`src/rtl/nl2_scm_dbank_sram_ctrl.sv`:
```
// Access sequencer for the SCM data-bank SRAM array: registered request issue,
// one-hot bank enables, credit-protected read-response FIFO and sd/ds power sequencing.
module nl2_scm_dbank_sram_ctrl #(
    parameter int unsigned ADDR_SIZE  = 10,
    parameter int unsigned DATA_WIDTH = 8,
    parameter int unsigned MASK_WIDTH = 1,
    parameter int unsigned N_NARROW   = 4,
    parameter int unsigned N_SRAM     = 4,
    parameter int unsigned RD_LAT     = 1,
    parameter int unsigned WAKE_CYC   = 4
) (
    input  logic                                         clk,
    input  logic                                         rst_n,
    input  logic                                         req_valid,
    output logic                                         req_ready,
    input  logic                                         req_write,
    input  logic [((N_SRAM > 1) ? $clog2(N_SRAM) : 1)-1:0] req_bank,
    input  logic [ADDR_SIZE-1:0]                         req_addr,
    input  logic [DATA_WIDTH-1:0]                        req_data,
    input  logic [N_NARROW*MASK_WIDTH-1:0]               req_mask,
    output logic                                         rsp_valid,
    input  logic                                         rsp_ready,
    output logic [DATA_WIDTH-1:0]                        rsp_data,
    input  logic                                         pwr_sd_req,
    input  logic                                         pwr_ds_req,
    output logic                                         pwr_ack,
    output logic [N_SRAM-1:0]                            sram_ck_en,
    output logic                                         sram_sd,
    output logic                                         sram_ds,
    output logic [ADDR_SIZE-1:0]                         sram_addr,
    output logic [DATA_WIDTH-1:0]                        sram_data_wr,
    output logic [N_NARROW*MASK_WIDTH-1:0]               sram_mask,
    output logic [N_SRAM-1:0]                            sram_read_en,
    output logic [N_SRAM-1:0]                            sram_wrte_en,
    input  logic [N_SRAM*DATA_WIDTH-1:0]                 sram_data_rd
);

    localparam int unsigned BANK_W = (N_SRAM > 1) ? $clog2(N_SRAM) : 1;
    localparam int unsigned MASK_W = N_NARROW * MASK_WIDTH;
    localparam int unsigned DEPTH  = RD_LAT + 2;
    localparam int unsigned CNT_W  = $clog2(DEPTH + 1);
    localparam int unsigned PTR_W  = $clog2(DEPTH);
    localparam int unsigned WAKE_W = $clog2(WAKE_CYC + 1);

    typedef enum logic [1:0] {
        ST_ACTIVE = 2'd0,
        ST_DRAIN  = 2'd1,
        ST_SLEEP  = 2'd2,
        ST_WAKE   = 2'd3
    } state_t;

    state_t                  state, state_nx;
    logic [WAKE_W-1:0]       wake_cnt, wake_cnt_nx;
    logic [CNT_W-1:0]        fifo_cnt, fifo_cnt_nx;
    logic [CNT_W-1:0]        inflight, inflight_nx;
    logic [PTR_W-1:0]        wr_ptr, wr_ptr_nx, rd_ptr, rd_ptr_nx, rd_ptr_p1;
    logic [DATA_WIDTH-1:0]   fifo_mem [DEPTH];

    logic [RD_LAT:0]             pipe_vld, pipe_vld_nx;
    logic [RD_LAT:0]             pipe_ok, pipe_ok_nx;
    logic [RD_LAT:0][BANK_W-1:0] pipe_bank, pipe_bank_nx;

    logic                    req_ready_nx, rsp_valid_nx, pwr_ack_nx, sram_sd_nx, sram_ds_nx;
    logic [DATA_WIDTH-1:0]   rsp_data_nx, sram_data_wr_nx;
    logic [ADDR_SIZE-1:0]    sram_addr_nx;
    logic [MASK_W-1:0]       sram_mask_nx;
    logic [N_SRAM-1:0]       sram_read_en_nx, sram_wrte_en_nx, sram_ck_en_nx;

    logic                    accept_c, rd_accept_c, push_c, pop_c, bank_ok_c;
    logic [N_SRAM-1:0]       bank_oh_c;
    logic [DATA_WIDTH-1:0]   push_data_c;

    function automatic logic [PTR_W-1:0] ptr_inc(input logic [PTR_W-1:0] p);
        return (p == PTR_W'(DEPTH - 1)) ? '0 : p + PTR_W'(1);
    endfunction

    // Out-of-range banks only exist when N_SRAM is not a power of two
    generate
        if (N_SRAM == (1 << BANK_W)) begin : g_bank_full
            assign bank_ok_c = 1'b1;
        end else begin : g_bank_partial
            assign bank_ok_c = (32'(req_bank) < N_SRAM);
        end
    endgenerate

    always_comb begin
        bank_oh_c = '0;
        for (int unsigned i = 0; i < N_SRAM; i++) begin
            bank_oh_c[i] = bank_ok_c && (32'(req_bank) == i);
        end
    end

    // Read data of the bank at the last pipe stage; invalid banks return zero
    always_comb begin
        push_data_c = '0;
        for (int unsigned i = 0; i < N_SRAM; i++) begin
            if (pipe_ok[RD_LAT] && (32'(pipe_bank[RD_LAT]) == i)) begin
                push_data_c = sram_data_rd[i*DATA_WIDTH +: DATA_WIDTH];
            end
        end
    end

    always_comb begin
        state_nx    = state;
        wake_cnt_nx = wake_cnt;

        accept_c    = req_valid & req_ready;
        rd_accept_c = accept_c & ~req_write;
        push_c      = pipe_vld[RD_LAT];
        pop_c       = rsp_valid & rsp_ready;

        case (state)
            ST_ACTIVE: begin
                if (pwr_sd_req || pwr_ds_req) state_nx = ST_DRAIN;
            end
            ST_DRAIN: begin
                if (!pwr_sd_req && !pwr_ds_req) state_nx = ST_ACTIVE;
                else if (inflight == '0)        state_nx = ST_SLEEP;
            end
            ST_SLEEP: begin
                if (!pwr_sd_req && !pwr_ds_req) begin
                    state_nx    = ST_WAKE;
                    wake_cnt_nx = WAKE_W'(WAKE_CYC);
                end
            end
            ST_WAKE: begin
                if (wake_cnt == WAKE_W'(1)) state_nx = ST_ACTIVE;
                else                        wake_cnt_nx = wake_cnt - WAKE_W'(1);
            end
            default: state_nx = ST_WAKE;
        endcase

        fifo_cnt_nx = fifo_cnt + CNT_W'(push_c) - CNT_W'(pop_c);
        inflight_nx = inflight + CNT_W'(rd_accept_c) - CNT_W'(push_c);
        wr_ptr_nx   = push_c ? ptr_inc(wr_ptr) : wr_ptr;
        rd_ptr_p1   = ptr_inc(rd_ptr);
        rd_ptr_nx   = pop_c ? rd_ptr_p1 : rd_ptr;

        pipe_vld_nx  = {pipe_vld[RD_LAT-1:0], rd_accept_c};
        pipe_ok_nx   = {pipe_ok[RD_LAT-1:0], rd_accept_c & bank_ok_c};
        pipe_bank_nx = {pipe_bank[RD_LAT-1:0], req_bank};

        // Head register tracks the entry that will sit at rd_ptr after this edge
        rsp_data_nx = rsp_data;
        if (pop_c) begin
            rsp_data_nx = (fifo_cnt > CNT_W'(1)) ? fifo_mem[rd_ptr_p1] : push_data_c;
        end else if (fifo_cnt == '0) begin
            rsp_data_nx = push_data_c;
        end
        rsp_valid_nx = (fifo_cnt_nx != '0);

        req_ready_nx = (state_nx == ST_ACTIVE) &&
                       ((CNT_W+1)'(fifo_cnt_nx) + (CNT_W+1)'(inflight_nx) < (CNT_W+1)'(DEPTH));

        sram_addr_nx    = accept_c ? req_addr : sram_addr;
        sram_data_wr_nx = accept_c ? req_data : sram_data_wr;
        sram_mask_nx    = accept_c ? req_mask : sram_mask;
        sram_read_en_nx = rd_accept_c ? bank_oh_c : '0;
        sram_wrte_en_nx = (accept_c && req_write) ? bank_oh_c : '0;
        sram_ck_en_nx   = sram_read_en_nx | sram_wrte_en_nx;

        pwr_ack_nx = (state_nx == ST_SLEEP);
        sram_sd_nx = (state_nx == ST_SLEEP) && pwr_sd_req;
        sram_ds_nx = (state_nx == ST_SLEEP) && pwr_ds_req;
    end

    always_ff @(posedge clk or negedge rst_n) begin
        if (!rst_n) begin
            state        <= ST_WAKE;
            wake_cnt     <= WAKE_W'(WAKE_CYC);
            fifo_cnt     <= '0;
            inflight     <= '0;
            wr_ptr       <= '0;
            rd_ptr       <= '0;
            pipe_vld     <= '0;
            pipe_ok      <= '0;
            pipe_bank    <= '0;
            req_ready    <= 1'b0;
            rsp_valid    <= 1'b0;
            rsp_data     <= '0;
            pwr_ack      <= 1'b0;
            sram_sd      <= 1'b0;
            sram_ds      <= 1'b0;
            sram_addr    <= '0;
            sram_data_wr <= '0;
            sram_mask    <= '0;
            sram_read_en <= '0;
            sram_wrte_en <= '0;
            sram_ck_en   <= '0;
        end else begin
            state        <= state_nx;
            wake_cnt     <= wake_cnt_nx;
            fifo_cnt     <= fifo_cnt_nx;
            inflight     <= inflight_nx;
            wr_ptr       <= wr_ptr_nx;
            rd_ptr       <= rd_ptr_nx;
            pipe_vld     <= pipe_vld_nx;
            pipe_ok      <= pipe_ok_nx;
            pipe_bank    <= pipe_bank_nx;
            req_ready    <= req_ready_nx;
            rsp_valid    <= rsp_valid_nx;
            rsp_data     <= rsp_data_nx;
            pwr_ack      <= pwr_ack_nx;
            sram_sd      <= sram_sd_nx;
            sram_ds      <= sram_ds_nx;
            sram_addr    <= sram_addr_nx;
            sram_data_wr <= sram_data_wr_nx;
            sram_mask    <= sram_mask_nx;
            sram_read_en <= sram_read_en_nx;
            sram_wrte_en <= sram_wrte_en_nx;
            sram_ck_en   <= sram_ck_en_nx;
        end
    end

    // Storage needs no reset; occupancy is tracked by fifo_cnt
    always_ff @(posedge clk) begin
        if (push_c) fifo_mem[wr_ptr] <= push_data_c;
    end

endmodule

```
`config.mk`:
```
export PLATFORM = sky130hd
export DESIGN_NAME = nl2_scm_dbank_sram_ctrl
export DESIGN_NICKNAME = d
export VERILOG_FILES = /design/src/rtl/nl2_scm_dbank_sram_ctrl.sv
export SDC_FILE = /design/constraint.sdc
export NUM_CORES = 1
export LEC_CHECK = 0
export BUFFER_PORTS_ARGS = -buffer_cell sky130_fd_sc_hd__buf_2
export CORE_UTILIZATION = 55
export DETAILED_ROUTE_END_ITERATION = 16
export PLACE_DENSITY_LB_ADDON = 0.05
export SYNTH_ARGS = -nofsm -noshare
export SYNTH_HDL_FRONTEND = slang
export SYNTH_SLANG_ARGS = --single-unit
```
`constraint.sdc`:
```
create_clock -name clk -period 7.15 [get_ports clk]
set_input_delay 0.715 -clock clk [delete_from_list [all_inputs] [get_ports clk]]
set_output_delay 0.715 -clock clk [all_outputs]
set_load 0.05 [all_outputs]
```
# [Word level (Yosys, flattened, before mapping)]
# Memories as Yosys holds them, arrays and structs flattened.
# Index checks and enable logic that the tools add are counted.
[word_totals] ramBits=24 mem_count=1 reg_bits=68
[classes] add_sub_neg=8 order_cmp=2 mux=22 bitwise_logic=5 eq_ne=15 n_reduce_logical=22
[memory_table] memory="fifo_mem" words=3 word_bits=8 rd=1 rd_clocked_by_memory_dff=0 write_ports=1 line="57" source="logic [DATA_WIDTH-1:0] fifo_mem [DEPTH];"
[ops] op="$mux W8" count=7
[ops] op="$eq A2 B2 Y1 const B" count=9
[ops] op="$mux W2" count=7
[ops] op="$logic_not A2 Y1" count=6
[ops] op="$logic_and A1 B1 Y1" count=9
[ops] op="$mux W4" count=2
[ops] op="$pmux W2 S4" count=1
[ops] op="$eq A2 B1 Y1 const B" count=3
[ops] op="$mux W3" count=2
[ops] op="$pmux W3 S2" count=1
[ops] op="$reduce_bool A2 Y1" count=3
[ops] op="$add A2 B1 Y2" count=2
[ops] op="$add A2 B1 Y2 const B" count=2
[ops] op="$ne A2 B2 Y1 const B" count=2
[ops] op="$or A4 B4 Y4" count=1
[ops] op="$sub A2 B1 Y2" count=2
[ops] op="$add A2 B2 Y3" count=1
[ops] op="$and A1 B1 Y1" count=3
[ops] op="$eq A3 B1 Y1 const B" count=1
[ops] op="$lt A3 B2 Y1 const B" count=1
[ops] op="$reduce_and A3 Y1" count=1
[ops] op="$sub A3 B1 Y3 const B" count=1
[ops] op="$gt A2 B1 Y1 const B" count=1
[ops] op="$logic_not A1 Y1" count=2
[ops] op="3 further kinds" count=4

# [Logic depth before layout (Yosys ltp)]
[depth] ltp_word=8 mapped_depth=12 ltp_nobuf=11

# [Worst setup path before layout]
# OpenSTA, ideal clock, no wires.
[synth_timing] path_kind="reg2reg" from="register req_ready" to="register req_ready" arrival_ns=2.832 synth_period_minus_slack_ns=2.909 setup_ns=0.078 path_stages_with_launch=13 n_path_buf=1 path_slack_ns=4.241 required_ns=7.072 cell_sequence="dfrtp_1 -> nand2_2 -> or2_2 -> buf_2 -> ha_1 -> inv_1 -> ha_1 -> xnor2_1 -> xnor2_1 -> inv_1 -> fa_1 -> o221ai_1 -> a21oi_1"
[synth_between] elab_chain_cells=7
[synth_lines] item="from (decl)" line="15" source="output logic req_ready,"
[synth_lines] item="from (signal assigned)" line="200" source="req_ready <= req_ready_nx;"
[synth_lines] item="$and A1 B1 Y1" line="107" source="accept_c = req_valid & req_ready;"
[synth_lines] item="$and A1 B1 Y1" line="108" source="rd_accept_c = accept_c & ~req_write;"
[synth_lines] item="$add A2 B1 Y2" line="134" source="inflight_nx = inflight + CNT_W'(rd_accept_c) - CNT_W'(push_c);"
[synth_lines] item="$sub A2 B1 Y2" line="134"
[synth_lines] item="via inflight_nx[1]" line="55" source="logic [CNT_W-1:0] inflight, inflight_nx;"
[synth_lines] item="$add A2 B2 Y3" line="153" source="((CNT_W+1)'(fifo_cnt_nx) + (CNT_W+1)'(inflight_nx) < (CNT_W+1)'(DEPTH));"
[synth_lines] item="$lt A3 B2 Y1" line="153"
[synth_lines] item="$logic_and A1 B1 Y1" line="152" source="req_ready_nx = (state_nx == ST_ACTIVE) &&"
[synth_lines] item="via req_ready_nx" line="63" source="logic req_ready_nx, rsp_valid_nx, pwr_ack_nx, sram_sd_nx, sram_ds_nx;"
# The timed path passes the listed nets, and every way through them passes these cells.
# A chain may end at the register's enable or synchronous reset.

# [Worst setup path after layout]
[layout_timing] from="input req_valid" to="register req_ready"
[layout_between] elab_chain_cells=7
[layout_lines] item="from (decl)" line="14" source="input logic req_valid,"
[layout_lines] item="$and A1 B1 Y1" line="107"
[layout_lines] item="$and A1 B1 Y1" line="108"
[layout_lines] item="$add A2 B1 Y2" line="134"
[layout_lines] item="$sub A2 B1 Y2" line="134"
[layout_lines] item="via inflight_nx[1]" line="55"
[layout_lines] item="$add A2 B2 Y3" line="153"
[layout_lines] item="$lt A3 B2 Y1" line="153"
[layout_lines] item="$logic_and A1 B1 Y1" line="152"
[layout_lines] item="via req_ready_nx" line="63"
# The timed path passes the listed nets, and every way through them passes these cells.

==> impl_metrics.json <==
{
  "mostFrequentLayoutCell": "buf_2",
  "path_max_fanout": 27,
  "fillCellCount": 466,
  "finalSetupViolCount": 0,
  "grt_pass1_vias": 2389,
  "leakage_uw": 0.00214,
  "drtIter0Drc": 105,
  "syn_area_per_cell_um2": 13.7,
  "ys_seq_area_share_pct": 63.5,
  "crit_type": "input port to flip-flop",
  "syn-num-nets": 343,
  "synth_edf_count": 24,
  "critical_path.startpoint": "req_valid",
  "drc_errors": 8,
  "synth_top_family_by_area": "multiplexers",
  "numCtsBuffers": 9,
  "finalWirelength_mm": 6.99,
  "hold_path.class": "flip-flop to flip-flop",
  "row_count": 29,
  "die_w_um": 84.5,
  "area_growth_syn_to_layout_pct": 21.5,
  "vias": 2478,
  "placed_area_um2": 4330,
  "yosysUniqueCellTypes": 37,
  "finalWorstSetupSlack_ns": 4.14,
  "cts.sink_count": 90,
  "async_flop_share_pct": 73.3,
  "port_buffers": 109,
  "worstHoldStart": "pipe_bank[1]",
  "yosys.area_share.simple_pct": 9.80,
  "whs_ns": 0.355,
  "grt_pass1_wl_mm": 11.3,
  "core_area_um2": 6460,
  "cts_resized": 0,
  "tns_ns": 0,
  "synth_seq_cells": 90,
  "via_per_inst": 5.33,
  "cp.arrival_ns": 3.29,
  "drive_gt1_share_pct": 42.8,
  "power_density_nw_per_um2": 434,
  "antenna_found_initial": 0,
  "fin_crit_sh_pct": 42.1,
  "antenna_left": 0,
  "h-tree-depth": 3,
  "maxSlewViolCount": 0,
  "final-hold-violation-count": 0,
  "grt_max_degree": 67,
  "crit_family": "adder cells",
  "r2r-start": "req_ready",
  "postCtsSetupBuffers": 0,
  "cts.reportedPaths.clkPinSlew_ns": 0.08,
  "period_needed_ns": 3.01,
  "slowest_stage": "fa_1",
  "crit_required_ns": 7.42,
  "hpwlAfterDp_mm": 5.03,
  "outcome": "complete, but fails checks",
  "drv_cap": 0,
  "grt_setup_unrepaired": "false",
  "critPathMaxStageDelay_ns": 0.51,
  "synth_compound_area_share_pct": 6.26,
  "insertion_delay_ns": 0.35,
  "final_cell_count_no_fill": 465,
  "wl_per_cell_um": 15.0,
  "violations": "design-rule violations",
  "final_cell_mix": "buf_2 (109), dfrtp_1 (63), edfxtp_1 (24), nand2_1 (23), mux2_2 (22)",
  "synth_xor_area_share_pct": 1.17,
  "grt_usage_pct": 20.9,
  "clock-root-buffer": "clkbuf_8",
  "yosysWarnings": 0,
  "crit_path_end_kind": "flip-flop",
  "synth_area_um2": 3740,
  "die-height_um": 84.5,
  "placedCellCount": 449,
  "worstPathBufferInverterCount": 3,
  "place.gp.congestion": 0.752,
  "synthAdderAreaFrac_pct": 2.54,
  "dieArea_um2": 7130,
  "crit_path_cell_trace": "buf_2, nand2_2, or2_2, ha_1, inv_1, ha_1, xnor2_1, xnor2_1, inv_1, fa_1, o221ai_1, a21oi_1",
  "pre_cts_ws_ns": 3.75,
  "worstMarginPinSlew_ns": 1.25,
  "fmax_mhz": 332,
  "firstDrtPassIters": 10,
  "cts_tree": "built",
  "start_util_pct": 57.9,
  "gr-total-overflow": 0,
  "cp-start-kind": "input port",
  "slew_headroom_pct": 16.0,
  "cts_buffer_depth": 2,
  "clock_skew_ns": 0.00801,
  "stdcell_area_um2": 4550,
  "cts_hold_buf": 0,
  "synth-main-ff-cell": "dfrtp_1",
  "synth.area.mux_share_pct": 13.9,
  "antenna_cells": 0,
  "ir_drop_mv": 0.353,
  "syn-instance-count": 273,
  "ioPinCount": 110,
  "final_net_count": 453
}
Yosys cell counts (6+ instances only):
library cell	n	area, um2
a31oi_1	8	50.1
and2_1	10	62.6
buf_2	9	45.0
dfrtp_1	63	1580
edfxtp_1	24	721
ha_1	6	75.1
inv_1	10	37.5
mux2_2	22	248
mux2i_1	9	90.1
mux4_2	8	180
nand2_1	23	86.3
nor2_1	21	78.8
o211ai_1	9	67.6
o21ai_0	6	30.0
worst paths after layout:
check	to	slack, ns	depth (start not counted)
max in group asynchronous	sram_data_wr[3]	6.08	2
min reg2reg	pipe_bank[3]	0.35	0
max reg2reg	req_ready	4.19	11
max	req_ready	4.14	12
min	pipe_bank[3]	0.35	0
min in group asynchronous	sram_sd	0.53	2
where the power goes:
part	switching, uW	internal (uW)	leakage, uW
clock	175	179	0.000109
sequential	107	678	0.00104
combinational	570	266	0.000992
final cells by class:
type,count,area (um2),share of cell area (%)
multi-input cells,161,1260,27.7
well taps,77,96.3,2.12
flip-flops and latches,90,2380,52.3
clock inverters,4,30.0,0.661
clock buffers,12,188,4.13
repair buffers,111,561,12.3
inverters,10,37.5,0.826
metrics by stage:
stage | utilization [%] | power (uW)
after CTS | 70.4 | 1990
final | 70.4 | 1970
after global placement | 67.0 | 1620
after detailed placement | 67.0 | 1640
after floorplan | - | 1440
after global routing | 70.4 | 2090
cell families (layout without fill, tap and decap cells):
kind of cell / Yosys count / in the layout
compound gates: 34 / 34
mux: 39 / 39
flops: 90 / 90
xor+xnor: 5 / 5
simple gates: 76 / 76
buf+inv: 22 / 137
fa+ha+maj: 7 / 7
flip-flops by register name, summed over array words and instances (netlist names), 2 cells and up:
signal        flops
inflight          2
sram_addr        10
fifo_mem         24
rsp_data          8
wake_cnt          3
wr_ptr            2
state             2
sram_ck_en        4
rd_ptr            2
sram_read_en      4
fifo_cnt          2
pipe_bank         4
pipe_ok           2
sram_data_wr      8
sram_wrte_en      4
sram_mask         4
routing by layer:
layer / vias to the layer above / GRT usage (%) / wire [um] / part of all wire, %
li1: 1188 / - / - / -
met1: 1192 / 27.7 / 3180 / 46
met2: 90 / 32.1 / 3160 / 45
met3: 8 / 7.08 / 557 / 8.0
met4: 0 / 8.63 / 92 / 1.3
met5: - / 0 / 0 / 0
Power figures use the tool's default switching activity.
